`src/rtl/fetch_pkg.sv`:
```
// Shared definitions for the instruction fetch unit: FSM state encoding and
// the default boot ROM address window.
package fetch_pkg;

    typedef enum logic [1:0] {
        BOOT  = 2'b00,
        RUN   = 2'b01,
        FAULT = 2'b10
    } fetch_state_e;

    localparam logic [31:0] DEF_RESET_VECTOR    = 32'hBFC0_0000;
    localparam logic [31:0] DEF_LAST_INSTR_ADDR = 32'hBFC0_0FFF;

endpackage

```
`src/rtl/fetch_fifo.sv`:
```
// Prefetch buffer holding {pc, instr} pairs; flush empties it in one cycle and
// the head reads as zero whenever the buffer is empty.
module fetch_fifo #(
    parameter int DATA_WIDTH = 32,
    parameter int DEPTH      = 2
) (
    input  logic                    clk,
    input  logic                    rst,
    input  logic                    flush,
    input  logic                    push,
    input  logic                    pop,
    input  logic [DATA_WIDTH-1:0]   wr_pc,
    input  logic [DATA_WIDTH-1:0]   wr_instr,
    output logic [$clog2(DEPTH):0]  count,
    output logic                    valid,
    output logic [DATA_WIDTH-1:0]   head_pc,
    output logic [DATA_WIDTH-1:0]   head_instr
);

    localparam int AW = $clog2(DEPTH);
    localparam int CW = AW + 1;

    logic [DATA_WIDTH-1:0] pc_mem_r    [DEPTH];
    logic [DATA_WIDTH-1:0] instr_mem_r [DEPTH];
    logic [AW-1:0]         wr_ptr_r;
    logic [AW-1:0]         rd_ptr_r;
    logic [CW-1:0]         count_r;
    logic [CW-1:0]         count_next_s;

    // Occupancy update; a simultaneous push and pop leaves the count unchanged.
    always_comb begin
        count_next_s = count_r;
        case ({push, pop})
            2'b10:   count_next_s = count_r + CW'(1);
            2'b01:   count_next_s = count_r - CW'(1);
            default: count_next_s = count_r;
        endcase
    end

    // Pointer and count registers; reset and flush both empty the buffer.
    always_ff @(posedge clk) begin
        if (rst) begin
            wr_ptr_r <= {AW{1'b0}};
            rd_ptr_r <= {AW{1'b0}};
            count_r  <= {CW{1'b0}};
        end else if (flush) begin
            wr_ptr_r <= {AW{1'b0}};
            rd_ptr_r <= {AW{1'b0}};
            count_r  <= {CW{1'b0}};
        end else begin
            if (push) begin
                wr_ptr_r <= wr_ptr_r + AW'(1);
            end
            if (pop) begin
                rd_ptr_r <= rd_ptr_r + AW'(1);
            end
            count_r <= count_next_s;
        end
    end

    // Entry storage; when full, push+pop overwrites the slot being retired.
    always_ff @(posedge clk) begin
        if (push && !flush && !rst) begin
            pc_mem_r[wr_ptr_r]    <= wr_pc;
            instr_mem_r[wr_ptr_r] <= wr_instr;
        end
    end

    assign count = count_r;
    assign valid = (count_r != {CW{1'b0}});

    // Head view, forced to zero while empty.
    always_comb begin
        if (valid) begin
            head_pc    = pc_mem_r[rd_ptr_r];
            head_instr = instr_mem_r[rd_ptr_r];
        end else begin
            head_pc    = {DATA_WIDTH{1'b0}};
            head_instr = {DATA_WIDTH{1'b0}};
        end
    end

endmodule

```
`src/rtl/fetch_unit.sv`:
```
// Instruction fetch front end: sequential prefetch from a combinational ROM into
// a small buffer, with redirect handling and an out-of-range fault state.
module fetch_unit
    import fetch_pkg::*;
#(
    parameter int                    DATA_WIDTH      = 32,
    parameter logic [DATA_WIDTH-1:0] RESET_VECTOR    = DEF_RESET_VECTOR,
    parameter logic [DATA_WIDTH-1:0] LAST_INSTR_ADDR = DEF_LAST_INSTR_ADDR,
    parameter int                    FIFO_DEPTH      = 2
) (
    input  logic                  clk_i,
    input  logic                  rst_i,
    output logic [DATA_WIDTH-1:0] mem_addr_o,
    input  logic [DATA_WIDTH-1:0] mem_instr_i,
    input  logic                  redirect_i,
    input  logic [DATA_WIDTH-1:0] redirect_addr_i,
    output logic                  instr_valid_o,
    input  logic                  instr_ready_i,
    output logic [DATA_WIDTH-1:0] instr_o,
    output logic [DATA_WIDTH-1:0] pc_o,
    output logic                  fault_o
);

    localparam int                    CW         = $clog2(FIFO_DEPTH) + 1;
    localparam logic [CW-1:0]         DEPTH_C    = CW'(FIFO_DEPTH);
    localparam logic [DATA_WIDTH-1:0] ALIGN_MASK = ~DATA_WIDTH'(3);
    localparam logic [DATA_WIDTH-1:0] PC_STEP    = DATA_WIDTH'(4);
    localparam logic [DATA_WIDTH-1:0] LAST_WORD  = LAST_INSTR_ADDR & ALIGN_MASK;

    function automatic logic in_range(input logic [DATA_WIDTH-1:0] addr);
        return (addr >= RESET_VECTOR) && (addr <= LAST_INSTR_ADDR);
    endfunction

    fetch_state_e          state_r;
    fetch_state_e          next_state_s;
    logic [DATA_WIDTH-1:0] fetch_pc_r;
    logic [DATA_WIDTH-1:0] next_pc_s;
    logic [DATA_WIDTH-1:0] target_s;
    logic                  fault_r;
    logic                  push_s;
    logic                  pop_s;
    logic                  flush_s;
    logic [CW-1:0]         count_s;
    logic                  valid_s;
    logic [DATA_WIDTH-1:0] head_pc_s;
    logic [DATA_WIDTH-1:0] head_instr_s;

    assign target_s   = redirect_addr_i & ALIGN_MASK;
    assign mem_addr_o = fetch_pc_r & ALIGN_MASK;
    assign pop_s      = valid_s && instr_ready_i;

    // Push only while running and not redirecting; a pop frees a slot this cycle.
    always_comb begin
        if ((state_r == RUN) && !redirect_i && ((count_s < DEPTH_C) || pop_s)) begin
            push_s = 1'b1;
        end else begin
            push_s = 1'b0;
        end
    end

    // Next state and fetch address; redirect takes priority over sequential fetch.
    always_comb begin
        next_state_s = state_r;
        next_pc_s    = fetch_pc_r;
        flush_s      = 1'b0;
        case (state_r)
            BOOT: begin
                next_state_s = RUN;
            end
            RUN, FAULT: begin
                if (redirect_i) begin
                    flush_s   = 1'b1;
                    next_pc_s = target_s;
                    if (in_range(target_s)) begin
                        next_state_s = RUN;
                    end else begin
                        next_state_s = FAULT;
                    end
                end else if (push_s) begin
                    next_pc_s = fetch_pc_r + PC_STEP;
                    // The last ROM word has been fetched: stop before running off the end.
                    if (fetch_pc_r == LAST_WORD) begin
                        next_state_s = FAULT;
                    end else begin
                        next_state_s = RUN;
                    end
                end else begin
                    next_state_s = state_r;
                    next_pc_s    = fetch_pc_r;
                end
            end
            default: begin
                next_state_s = BOOT;
            end
        endcase
    end

    // State, fetch address and registered fault flag.
    always_ff @(posedge clk_i) begin
        if (rst_i) begin
            state_r    <= BOOT;
            fetch_pc_r <= RESET_VECTOR;
            fault_r    <= 1'b0;
        end else begin
            state_r    <= next_state_s;
            fetch_pc_r <= next_pc_s;
            fault_r    <= (next_state_s == FAULT);
        end
    end

    fetch_fifo #(
        .DATA_WIDTH (DATA_WIDTH),
        .DEPTH      (FIFO_DEPTH)
    ) u_fifo (
        .clk        (clk_i),
        .rst        (rst_i),
        .flush      (flush_s),
        .push       (push_s),
        .pop        (pop_s),
        .wr_pc      (fetch_pc_r),
        .wr_instr   (mem_instr_i),
        .count      (count_s),
        .valid      (valid_s),
        .head_pc    (head_pc_s),
        .head_instr (head_instr_s)
    );

    assign instr_valid_o = valid_s;
    assign instr_o       = head_instr_s;
    assign pc_o          = head_pc_s;
    assign fault_o       = fault_r;

endmodule

```
`config.mk`:
```
export PLATFORM = sky130hd
export DESIGN_NAME = fetch_unit
export DESIGN_NICKNAME = d
export VERILOG_FILES = /design/src/rtl/fetch_pkg.sv /design/src/rtl/fetch_fifo.sv /design/src/rtl/fetch_unit.sv
export SDC_FILE = /design/constraint.sdc
export NUM_CORES = 1
export LEC_CHECK = 0
export ABC_CLOCK_PERIOD_IN_PS = 5900
export BUFFER_PORTS_ARGS = -buffer_cell sky130_fd_sc_hd__clkbuf_2
export CAP_MARGIN = 5
export CELL_PAD_IN_SITES_DETAIL_PLACEMENT = 1
export CELL_PAD_IN_SITES_GLOBAL_PLACEMENT = 2
export CORE_ASPECT_RATIO = 0.5
export CORE_UTILIZATION = 33
export CTS_BUF_LIST = sky130_fd_sc_hd__clkbuf_8
export DETAILED_ROUTE_END_ITERATION = 8
export PLACE_DENSITY_LB_ADDON = 0.1
export SLEW_MARGIN = 0
export SYNTH_ARGS = -nofsm -noshare
export SYNTH_HDL_FRONTEND = slang
export SYNTH_SLANG_ARGS = --single-unit
```
`constraint.sdc`:
```
create_clock -name clk_i -period 5.9 [get_ports clk_i]
set_input_delay 0.885 -clock clk_i [delete_from_list [all_inputs] [get_ports clk_i]]
set_output_delay 0.885 -clock clk_i [all_outputs]
set_load 0.05 [all_outputs]
```
==> results of run 1 <==
[power breakdown]
| group | internal, mW | switching [mW] | leakage, nW | total, mW |
|---|---|---|---|---|
| combinational | 0.178 | 0.570 | 1.46 | 0.748 |
| clock | 0.336 | 0.441 | 0.179 | 0.777 |
| sequential | 1.28 | 0.0710 | 1.41 | 1.35 |
| total | 1.79 | 1.08 | 3.06 | 2.88 |
[metrics by stage]
stage	instances	area, µm²	power [mW]	hold slack [ps]
2_1_floorplan	585	7097	1.914	520.2
3_3_place_gp	984	8140	2.128	511.0
3_5_place_dp	984	8140	2.133	505.4
4_1_cts	1015	8504	2.913	525.8
5_1_grt	1015	8504	3.000	547.1
6_report	1015	8504	2.876	525.1
[cell usage after synthesis, types with 4 or more instances]
cell	count
nor4_1	5
o31ai_1	5
buf_1	5
nor3_1	14
buf_4	4
nand3_1	12
ha_1	6
or3_1	8
clkbuf_1	29
inv_1	14
a211oi_1	11
a21oi_1	20
dfxtp_1	38
nor4b_1	5
and4_1	5
edfxtp_1	124
nand2_1	34
nand4_1	12
nor2_1	79
o21ai_0	27
mux2i_1	66
[layer usage]
metal	vias up	share of wire	track usage
li1	2471	-	-
met3	16	0.027	0.04738
met1	2566	0.50	0.2593
met4	0	0.012	0.04464
met5	-	0	0
met2	88	0.47	0.3012
[critical path: stages, from the launching register on]
cell and delay (ps):
dfxtp_4 810, buf_4 560, mux2i_1 260, nor2_1 60
clkbuf_2 270
[worst max path at each step]
stage,endpoint,cells past startpoint
3_5_place_dp,fetch_pc_r[29],6
2_1_floorplan,u_fifo.instr_mem_r[1][0],3
4_1_cts,instr_o[16],4
5_1_grt,instr_o[16],4
6_report,instr_o[16],4
3_3_place_gp,fetch_pc_r[29],6
[layout by cell type (no fill, tap or decap), types with 3 or more instances in the layout]
master        n
xnor2_1       3
and3_1        3
inv_6         5
a21oi_1      20
conb_1        4
dfxtp_1      37
nor4b_1       5
nor3_1       13
a31oi_1       3
edfxtp_1    124
a311oi_1      3
nor2_1       78
nand2_1      34
clkinvlp_4    3
inv_1        15
buf_4         8
clkbuf_8     17
clkinv_4      3
or3_1         8
ha_1          6
a22oi_1       3
or4_1         3
and4_1        5
o21ai_0      27
nand3_1      12
clkbuf_2    159
mux2i_1      66
o31ai_1       5
a211oi_1     11
nor4_1        5
nand4_1      12
[cell families after synthesis]
| family | after synthesis |
|---|---|
| other | 1 |
| muxes | 66 |
| DFF | 162 |
| AOI/OAI and AO/OA | 94 |
| and+or+nand+nor | 193 |
| adders and majority gates | 6 |
| xor gates and xnor gates | 5 |
| buffers and inverters | 55 |
[flip-flops by register name, summed over array words and instances, names as in the netlist, named ones only]
name                flops
u_fifo.instr_mem_r     64
u_fifo.pc_mem_r        60
fetch_pc_r             30
state_r                 2
u_fifo.count            2
fault_o                 1
u_fifo.rd_ptr_r         1
u_fifo.wr_ptr_r         1
[area by class of cell]
cell class                      count  area [µm²]
Sequential cell                   162        4488
Multi-Input combinational cell    368        2402
Fill cell                        2259       12280
Clock inverter                     14       130.1
Tap cell                          273       341.6
Clock buffer                       17       234.0
Inverter                           14       52.55
Timing Repair Buffer              167       855.8
==> results.cfg, run 1 <==
[die]
floorplan.rows = 37
die-width_um = 209.1
core_region_area_um2 = 20790
die_height_um = 105.5
design.die.area_um2 = 22070
initial_core_util = 0.3404
io_pins = 166

[synth]
syn_inst = 582
post_synth_top_flop = edfxtp_1
synth.mux.area_fraction = 0.09337
synthDominantCellAreaShare = 0.5263
ys.warnings.count = 0
cell_area_after_synthesis_um2 = 7076
yosys.area_share.simple = 0.1353
synth_area_per_cell_um2 = 12.16
synth_async_sr_flop_share = 0
yosys_register_bits = 162
synth_edf_count = 124
yosys.area_share.xor_xnor = 0.006189
synthAdderAreaFrac = 0.01061
dominant_combinational_cell_family_by_area_after_synthesis = simple AND/OR/NAND/NOR gates
yosys.area.top_type = edfxtp_1
synth-compound-area-share = 0.08753
yosysUniqueCellTypes = 56
post_synth_main_area_contributors = edfxtp_1 (53%), dfxtp_1 (11%), mux2i_1 (9.3%)
yosysSeqAreaShare = 0.6338

[clock_tree]
clkSlewWorstSetupHoldPaths_ps = 90
clkLatencyLatePin_ps = 470
cts.htree.levels = 4
cts_tree = built
postCtsResizedCells = 0
postCtsSetupRepairBufs = 0
cts.sink_count = 162
cts_hold_repair.buffers = 0
numCtsBuffers = 17
root_buffer_selected_by_cts = clkbuf_8
clock_path_buffers = 2

[critical_path]
r2r-start = fetch_pc_r[2]
critical_path_required_ps = 5020
worst-setup-path-type = flip-flop to primary output
critical_path.reg2reg.endpoint = fetch_pc_r[30]
ff2ff_path_depth = 6
critPathMaxFanout = 35
cp.arrival_ps = 2470
endpoint_kind = primary output
worst-r2r-setup-slack_ps = 3420
worstSetupStartpointType = flip-flop

[timing]
worst_clock_skew_ps = 12.92
final_period_minus_worst_setup_slack_ps = 3353
final_setup_viols = 0
final.setup.tns_ps = 0
tcrit_tclk_final = 0.5683
final.setup.worst_slack_ps = 2547
relSlewSlack = 0.3576
final_max_slew_viol_count = 0
fmax_mhz = 298.2
timing_hold_violations_final = 0
tightest_slew_ps = 963.7
grt_setup_unrepaired = false

[cells_and_area]
antenna_cells_inserted = 0
synthToLayoutAreaGrowth_pct = 20.19
nets = 804
post_route_cells_drive_above_1_share = 0.2803
final_util = 0.4091

[grt]
wire_length_of_the_first_global_routing_pass_um = 31040
gr-total-overflow = 0
number_of_antenna_violations_at_the_first_check_in_global_routing = 0
globalRouteTotalUtil = 0.1894
grt_start_max_net_pins = 53
first_global_vias = 5237

[outcome]
run_status = complete, no violations

[routing]
detailedRoute.firstPassIterationCount = 4
vias = 5141
detail_route.iter0.violations = 258
viasPerCell = 5.065
routed_wirelength_um = 20090
ant_nets = 0
route.detailed.drc = 0
route.detailed.wl_per_inst_um = 19.79

[job]
max-cap-violations = 0

[placement]
gp_congestion = 0.7404
detailed_place_hpwl_um = 13340
count_of_buffers_inserted_at_the_top_level_ports = 159
dp_worst_setup_slack_ps = 2493

[hold_path]
hold_depth = 0
worst_hold_startpoint = fetch_pc_r[26]
min_path_type = flip-flop to flip-flop
holdPathEnd = u_fifo.pc_mem_r[1][26]

[power]
power.ir.vdd_worst_v = 0.0001442
power_density_nw_per_um2 = 338.2
power_leakage_nw = 3.055
(Power assumes the default switching activity.)
==> run 2: changes to the inputs <==
--- a/config.mk
+++ b/config.mk
@@ -5,13 +5,13 @@
 export SDC_FILE = /design/constraint.sdc
 export NUM_CORES = 1
 export LEC_CHECK = 0
-export ABC_CLOCK_PERIOD_IN_PS = 5900
+export ABC_CLOCK_PERIOD_IN_PS = 3300
 export BUFFER_PORTS_ARGS = -buffer_cell sky130_fd_sc_hd__clkbuf_2
 export CAP_MARGIN = 5
 export CELL_PAD_IN_SITES_DETAIL_PLACEMENT = 1
 export CELL_PAD_IN_SITES_GLOBAL_PLACEMENT = 2
 export CORE_ASPECT_RATIO = 0.5
-export CORE_UTILIZATION = 33
+export CORE_UTILIZATION = 36
 export CTS_BUF_LIST = sky130_fd_sc_hd__clkbuf_8
 export DETAILED_ROUTE_END_ITERATION = 8
 export PLACE_DENSITY_LB_ADDON = 0.1
==> constraint.sdc (replaced) <==
create_clock -name clk_i -period 3.3 [get_ports clk_i]
set_input_delay 0.495 -clock clk_i [delete_from_list [all_inputs] [get_ports clk_i]]
set_output_delay 0.495 -clock clk_i [all_outputs]
set_load 0.05 [all_outputs]
==> results.cfg, run 2 (synthesized netlist as in run 1, its figures left out) <==
[clock_tree]
clock_path_buffers = 2
cts.sink_count = 162
postCtsResizedCells = 0
cts_tree = built
cts.htree.levels = 4
root_buffer_selected_by_cts = clkbuf_8
cts_hold_repair.buffers = 0
postCtsSetupRepairBufs = 0
numCtsBuffers = 17
clkLatencyLatePin_ps = 460
clkSlewWorstSetupHoldPaths_ps = 90

[timing]
final_max_slew_viol_count = 0
relSlewSlack = 0.5514
grt_setup_unrepaired = false
worst_clock_skew_ps = 9.847
final_period_minus_worst_setup_slack_ps = 2589
timing_hold_violations_final = 0
tightest_slew_ps = 667.4
tcrit_tclk_final = 0.7846
fmax_mhz = 386.2
final_setup_viols = 0
final.setup.worst_slack_ps = 710.8
final.setup.tns_ps = 0

[routing]
route.detailed.wl_per_inst_um = 19.08
detail_route.iter0.violations = 248
viasPerCell = 5.156
route.detailed.drc = 0
detailedRoute.firstPassIterationCount = 6
ant_nets = 0
routed_wirelength_um = 19250
vias = 5202

[grt]
grt_start_max_net_pins = 45
first_global_vias = 5237
globalRouteTotalUtil = 0.1960
number_of_antenna_violations_at_the_first_check_in_global_routing = 0
gr-total-overflow = 0
wire_length_of_the_first_global_routing_pass_um = 29880

[die]
io_pins = 166
design.die.area_um2 = 20250
initial_core_util = 0.3757
core_region_area_um2 = 18830
die_height_um = 101.1
floorplan.rows = 35
die-width_um = 200.3

[power]
power_leakage_nw = 3.095
total_power_mw = 5.109
power_density_nw_per_um2 = 596.7
power.ir.vdd_worst_v = 0.0002643

[critical_path]
worstSetupStartpointType = flip-flop
critical_path_required_ps = 2800
cp.arrival_ps = 2090
worst-r2r-setup-slack_ps = 880
critical_path.cell_chain = nor2_4 > buf_4 > nor2_1 > clkbuf_2
worst-setup-path-type = flip-flop to primary output
critical-path-slowest-cell = buf_4
endpoint_kind = primary output
critical_path.max_stage_delay_ps = 450
critPathMaxFanout = 34

[cells_and_area]
post_route_cells_drive_above_1_share = 0.2867
antenna_cells_inserted = 0
nets = 811
stdcell_area_um2 = 8562
mostFrequentLayoutCell = clkbuf_2
number_of_flip_flops_in_the_largest_register = 64
final_util = 0.4547
registers.top_by_ff_count = u_fifo.instr_mem_r
synthToLayoutAreaGrowth_pct = 21.01
mostFrequentLayoutCells = clkbuf_2 (159), edfxtp_1 (124), nor2_1 (78)
biggestRegsByFlops = u_fifo.instr_mem_r x64, u_fifo.pc_mem_r x60, fetch_pc_r x30

[placement]
dpl_cell_area_um2 = 8199
count_of_buffers_inserted_at_the_top_level_ports = 159
dp_worst_setup_slack_ps = 775.4
detailed_place_hpwl_um = 13100
gp_congestion = 0.7744

[hold_path]
min_path_type = input port to flip-flop

[outcome]
run_status = complete, no violations

[job]
max-cap-violations = 0
[run 2: metal layers]
layer | global-route usage | vias to the layer above | part of all wire | wire, µm
met2 | 0.3082 | 122 | 0.46 | 8816
met5 | 0 | - | 0 | 0
met4 | 0.05402 | 0 | 0.011 | 217
li1 | - | 2482 | - | -
met1 | 0.2752 | 2583 | 0.49 | 9339
met3 | 0.04311 | 15 | 0.045 | 875
[run 2: power breakdown]
group | switching (mW) | leakage, nW | internal, mW
clock | 0.807 | 0.179 | 0.541
combinational | 1.03 | 1.50 | 0.338
sequential | 0.107 | 1.41 | 2.29
total | 1.94 | 3.09 | 3.17
[run 2: final timing paths]
| kind | start | end | cells after the start |
|---|---|---|---|
| worst max-delay path | u_fifo.count[0] | instr_o[18] | 4 |
| worst min-delay path | mem_instr_i[15] | u_fifo.instr_mem_r[1][15] | 1 |
| worst max register to register | fetch_pc_r[4] | fault_o | 5 |
| worst min register to register | fetch_pc_r[2] | fetch_pc_r[2] | 2 |
[run 2: final cells by class]
| class | instances | area, µm² |
|---|---|---|
| clock buffer | 17 | 234.0 |
| inverter | 14 | 52.55 |
| multi-input combinational | 368 | 2401 |
| tap | 259 | 324.1 |
| sequential | 162 | 4488 |
| timing repair buffer | 174 | 933.4 |
| clock inverter | 15 | 128.9 |
| fill | 2060 | 10270 |
[run 2: worst max-delay path: cells and delay by family, from the launching register on]
family | cells | cell delay [ps]
AND/OR/NAND/NOR | 2 | 510
buffers and inverters | 2 | 710
flip-flops | 1 | 370
[run 2: metrics by stage]
| step | hold slack [ps] | instances |
|---|---|---|
| finish | 222.7 | 1009 |
| global route | 183.4 | 1009 |
| CTS | 190.2 | 1009 |
| detailed placement | 521.3 | 977 |
| global placement | 495.1 | 977 |
| floorplan | 520.2 | 585 |
==> run 3: changes to the inputs <==
--- a/config.mk
+++ b/config.mk
@@ -5,13 +5,14 @@
 export SDC_FILE = /design/constraint.sdc
 export NUM_CORES = 1
 export LEC_CHECK = 0
-export ABC_CLOCK_PERIOD_IN_PS = 3300
+export ABC_AREA = 1
+export ABC_CLOCK_PERIOD_IN_PS = 2400
 export BUFFER_PORTS_ARGS = -buffer_cell sky130_fd_sc_hd__clkbuf_2
 export CAP_MARGIN = 5
 export CELL_PAD_IN_SITES_DETAIL_PLACEMENT = 1
 export CELL_PAD_IN_SITES_GLOBAL_PLACEMENT = 2
 export CORE_ASPECT_RATIO = 0.5
-export CORE_UTILIZATION = 36
+export CORE_UTILIZATION = 34
 export CTS_BUF_LIST = sky130_fd_sc_hd__clkbuf_8
 export DETAILED_ROUTE_END_ITERATION = 8
 export PLACE_DENSITY_LB_ADDON = 0.1
==> constraint.sdc (replaced) <==
create_clock -name clk_i -period 2.4 [get_ports clk_i]
set_input_delay 0.36 -clock clk_i [delete_from_list [all_inputs] [get_ports clk_i]]
set_output_delay 0.36 -clock clk_i [all_outputs]
set_load 0.05 [all_outputs]
==> results.cfg, run 3 <==
[routing]
route.detailed.drc = 0
detail_route.iter0.violations = 308
ant_nets = 0
routed_wirelength_um = 22820
vias = 6266
viasPerCell = 4.850
detailedRoute.firstPassIterationCount = 4
route.detailed.wl_per_inst_um = 17.67

[die]
design.die.area_um2 = 22640
initial_core_util = 0.3553
die-width_um = 211.8
io_pins = 166
floorplan.rows = 37
die_height_um = 106.9
core_region_area_um2 = 21060

[synth]
ys_top_cells_by_count = nand2_1 (266), edfxtp_1 (124), nor2_1 (96)
ys.warnings.count = 0
synth_edf_count = 124
synthDominantCellAreaShare = 0.4976
yosysSeqAreaShare = 0.5992
synth_async_sr_flop_share = 0
syn_inst = 823
synth_area_per_cell_um2 = 9.093
yosysUniqueCellTypes = 31
cell_area_after_synthesis_um2 = 7483
post_synth_top_flop = edfxtp_1
cell_with_the_most_instances_after_synthesis = nand2_1
post_synth_main_area_contributors = edfxtp_1 (50%), nand2_1 (13%), dfxtp_1 (10%)
yosys.area.top_type = edfxtp_1
yosys_register_bits = 162

[placement]
count_of_buffers_inserted_at_the_top_level_ports = 159
gp_congestion = 0.7918
dp_cells = 1260
dpl_cell_area_um2 = 8952
detailed_place_hpwl_um = 16560

[timing]
final.setup.tns_ps = 0
grt_setup_unrepaired = false
final_setup_viols = 0
tightest_slew_ps = 590.8
tcrit_tclk_final = 0.9527
relSlewSlack = 0.6048
hold_ws_ps = 62.92
worst_clock_skew_ps = 9.261
final_max_slew_viol_count = 0
fmax_mhz = 437.4
final_period_minus_worst_setup_slack_ps = 2286
timing_hold_violations_final = 0

[cells_and_area]
number_of_flip_flops_in_the_largest_register = 64
non_filler_cells_in_the_finished_layout = 1292
final.fill_count = 2486
mostFrequentLayoutCells = nand2_1 (265), clkbuf_2 (145), edfxtp_1 (124)
antenna_cells_inserted = 0
post_route_cells_drive_above_1_share = 0.2440
stdcell_area_um2 = 9392
mostFrequentLayoutCell = nand2_1
biggestRegsByFlops = u_fifo.instr_mem_r x64, u_fifo.pc_mem_r x60, fetch_pc_r x30
synthToLayoutAreaGrowth_pct = 25.50
nets = 1061
registers.top_by_ff_count = u_fifo.instr_mem_r

[hold_path]
min_path_type = input port to flip-flop
worst_hold_startpoint = mem_instr_i[26]
hold_depth = 1
holdPathEnd = u_fifo.instr_mem_r[0][26]

[critical_path]
critical_path_required_ps = 2040
worstSetupStartpointType = flip-flop
critical-path-slowest-cell = buf_4
critPathMaxFanout = 37
r2r-start = state_r[1]
critical_path.reg2reg.endpoint = u_fifo.pc_mem_r[1][24]
critical_path.cell_chain = nor2_4 > buf_4 > a21oi_1 > clkbuf_2
worst-r2r-setup-slack_ps = 490
ff2ff_path_depth = 7
critical_path.max_stage_delay_ps = 430
endpoint_kind = primary output
worst-setup-path-type = flip-flop to primary output
critPathBufInv = 2
cp.arrival_ps = 1930
path_delay_family = buffers and inverters

[power]
power_frac_seq = 0.430
power_switching_share = 0.3719
power_density_nw_per_um2 = 828.6
power_leakage_nw = 3.751
comb_power_share = 0.280
power.ir.vdd_worst_v = 0.0003305
power.share.clock = 0.290
cell_internal_pwr_mw = 4.888
power_switching_mw = 2.894

[clock_tree]
cts.htree.levels = 4
cts_tree = built
postCtsSetupRepairBufs = 0
clkLatencyLatePin_ps = 480
numCtsBuffers = 17
clock_path_buffers = 2
postCtsResizedCells = 0
clkSlewWorstSetupHoldPaths_ps = 90
cts.sink_count = 162
root_buffer_selected_by_cts = clkbuf_8
cts_hold_repair.buffers = 0

[grt]
grt_start_max_net_pins = 41
globalRouteTotalUtil = 0.2106
number_of_antenna_violations_at_the_first_check_in_global_routing = 0
wire_length_of_the_first_global_routing_pass_um = 35420
first_global_vias = 6357
gr-total-overflow = 0

[job]
max-cap-violations = 0

[outcome]
run_status = complete, no violations
-- run 3: changes by cell type in the layout (fill, tap and decap cells not counted), moves of 11 or more --
| cell | delta |
|---|---|
| mux2i_1 | -66 |
| a21oi_1 | +75 |
| buf_12 | +18 |
| inv_1 | +27 |
| nand2_1 | +231 |
| nor2_1 | +15 |
| a211oi_1 | -11 |
| nand3_1 | +26 |
| clkbuf_2 | -14 |
-- run 3: layout make-up --
class | count | area [µm²] | area share
clock buffers | 17 | 234.0 | 0.02491
clock inverters | 15 | 205.2 | 0.02185
inverters | 45 | 168.9 | 0.01799
multi-input cells | 579 | 2676 | 0.2850
flip-flops and latches | 162 | 4488 | 0.4779
well taps | 292 | 365.4 | 0.03890
repair buffers | 182 | 1254 | 0.1335
-- run 3: cells by family (layout without fill, tap and decap cells) --
family / after synthesis / after routing / synth area share
xor+xnor: 6 / 6 / 0.007022
compound gates: 118 / 118 / 0.08009
buf+inv: 85 / 259 / 0.05049
flops: 162 / 162 / 0.5992
simple gates: 445 / 445 / 0.2526
fa+ha+maj: 6 / 6 / 0.01003
other cells: 1 / 4 / 0.0005011
-- run 3: per-layer routing --
metal / global-route usage / wire [µm] / vias to the layer above
li1: - / - / 3071
met1: 0.2871 / 11030 / 3080
met2: 0.3386 / 10640 / 94
met3: 0.04159 / 845 / 21
met4: 0.06470 / 302 / 0
met5: 0 / 0 / -
-- run 3: stage by stage --
step,util,total power [mW],worst slack (ps)
final,0.4459,7.782,113.6
after detailed placement,0.4250,5.613,409.0
after floorplan,-,4.827,-299.6
after global routing,0.4459,8.129,27.57
after global placement,0.4250,5.580,423.2
after CTS,0.4459,7.877,67.67
-- run 3: worst max-delay path by stage --
stage	start	endpoint	slack, ps	cells past startpoint
2_1_floorplan	state_r[1]	u_fifo.instr_mem_r[1][0]	-300	6
3_3_place_gp	instr_ready_i	u_fifo.instr_mem_r[1][7]	420	8
3_5_place_dp	instr_ready_i	u_fifo.instr_mem_r[1][9]	410	8
4_1_cts	u_fifo.count[0]	instr_o[28]	70	4
5_1_grt	u_fifo.count[0]	instr_o[28]	30	4
6_report	u_fifo.count[0]	instr_o[28]	110	4
-- run 3: power by group through the flow --
stage | Combinational, mW | Sequential, mW | Clock, mW
2_1_floorplan | 1.28 | 3.55 | 0
3_3_place_gp | 2.17 | 3.41 | 0
3_5_place_dp | 2.20 | 3.42 | 0
4_1_cts | 2.20 | 3.35 | 2.32
5_1_grt | 2.33 | 3.37 | 2.43
6_report | 2.18 | 3.35 | 2.25
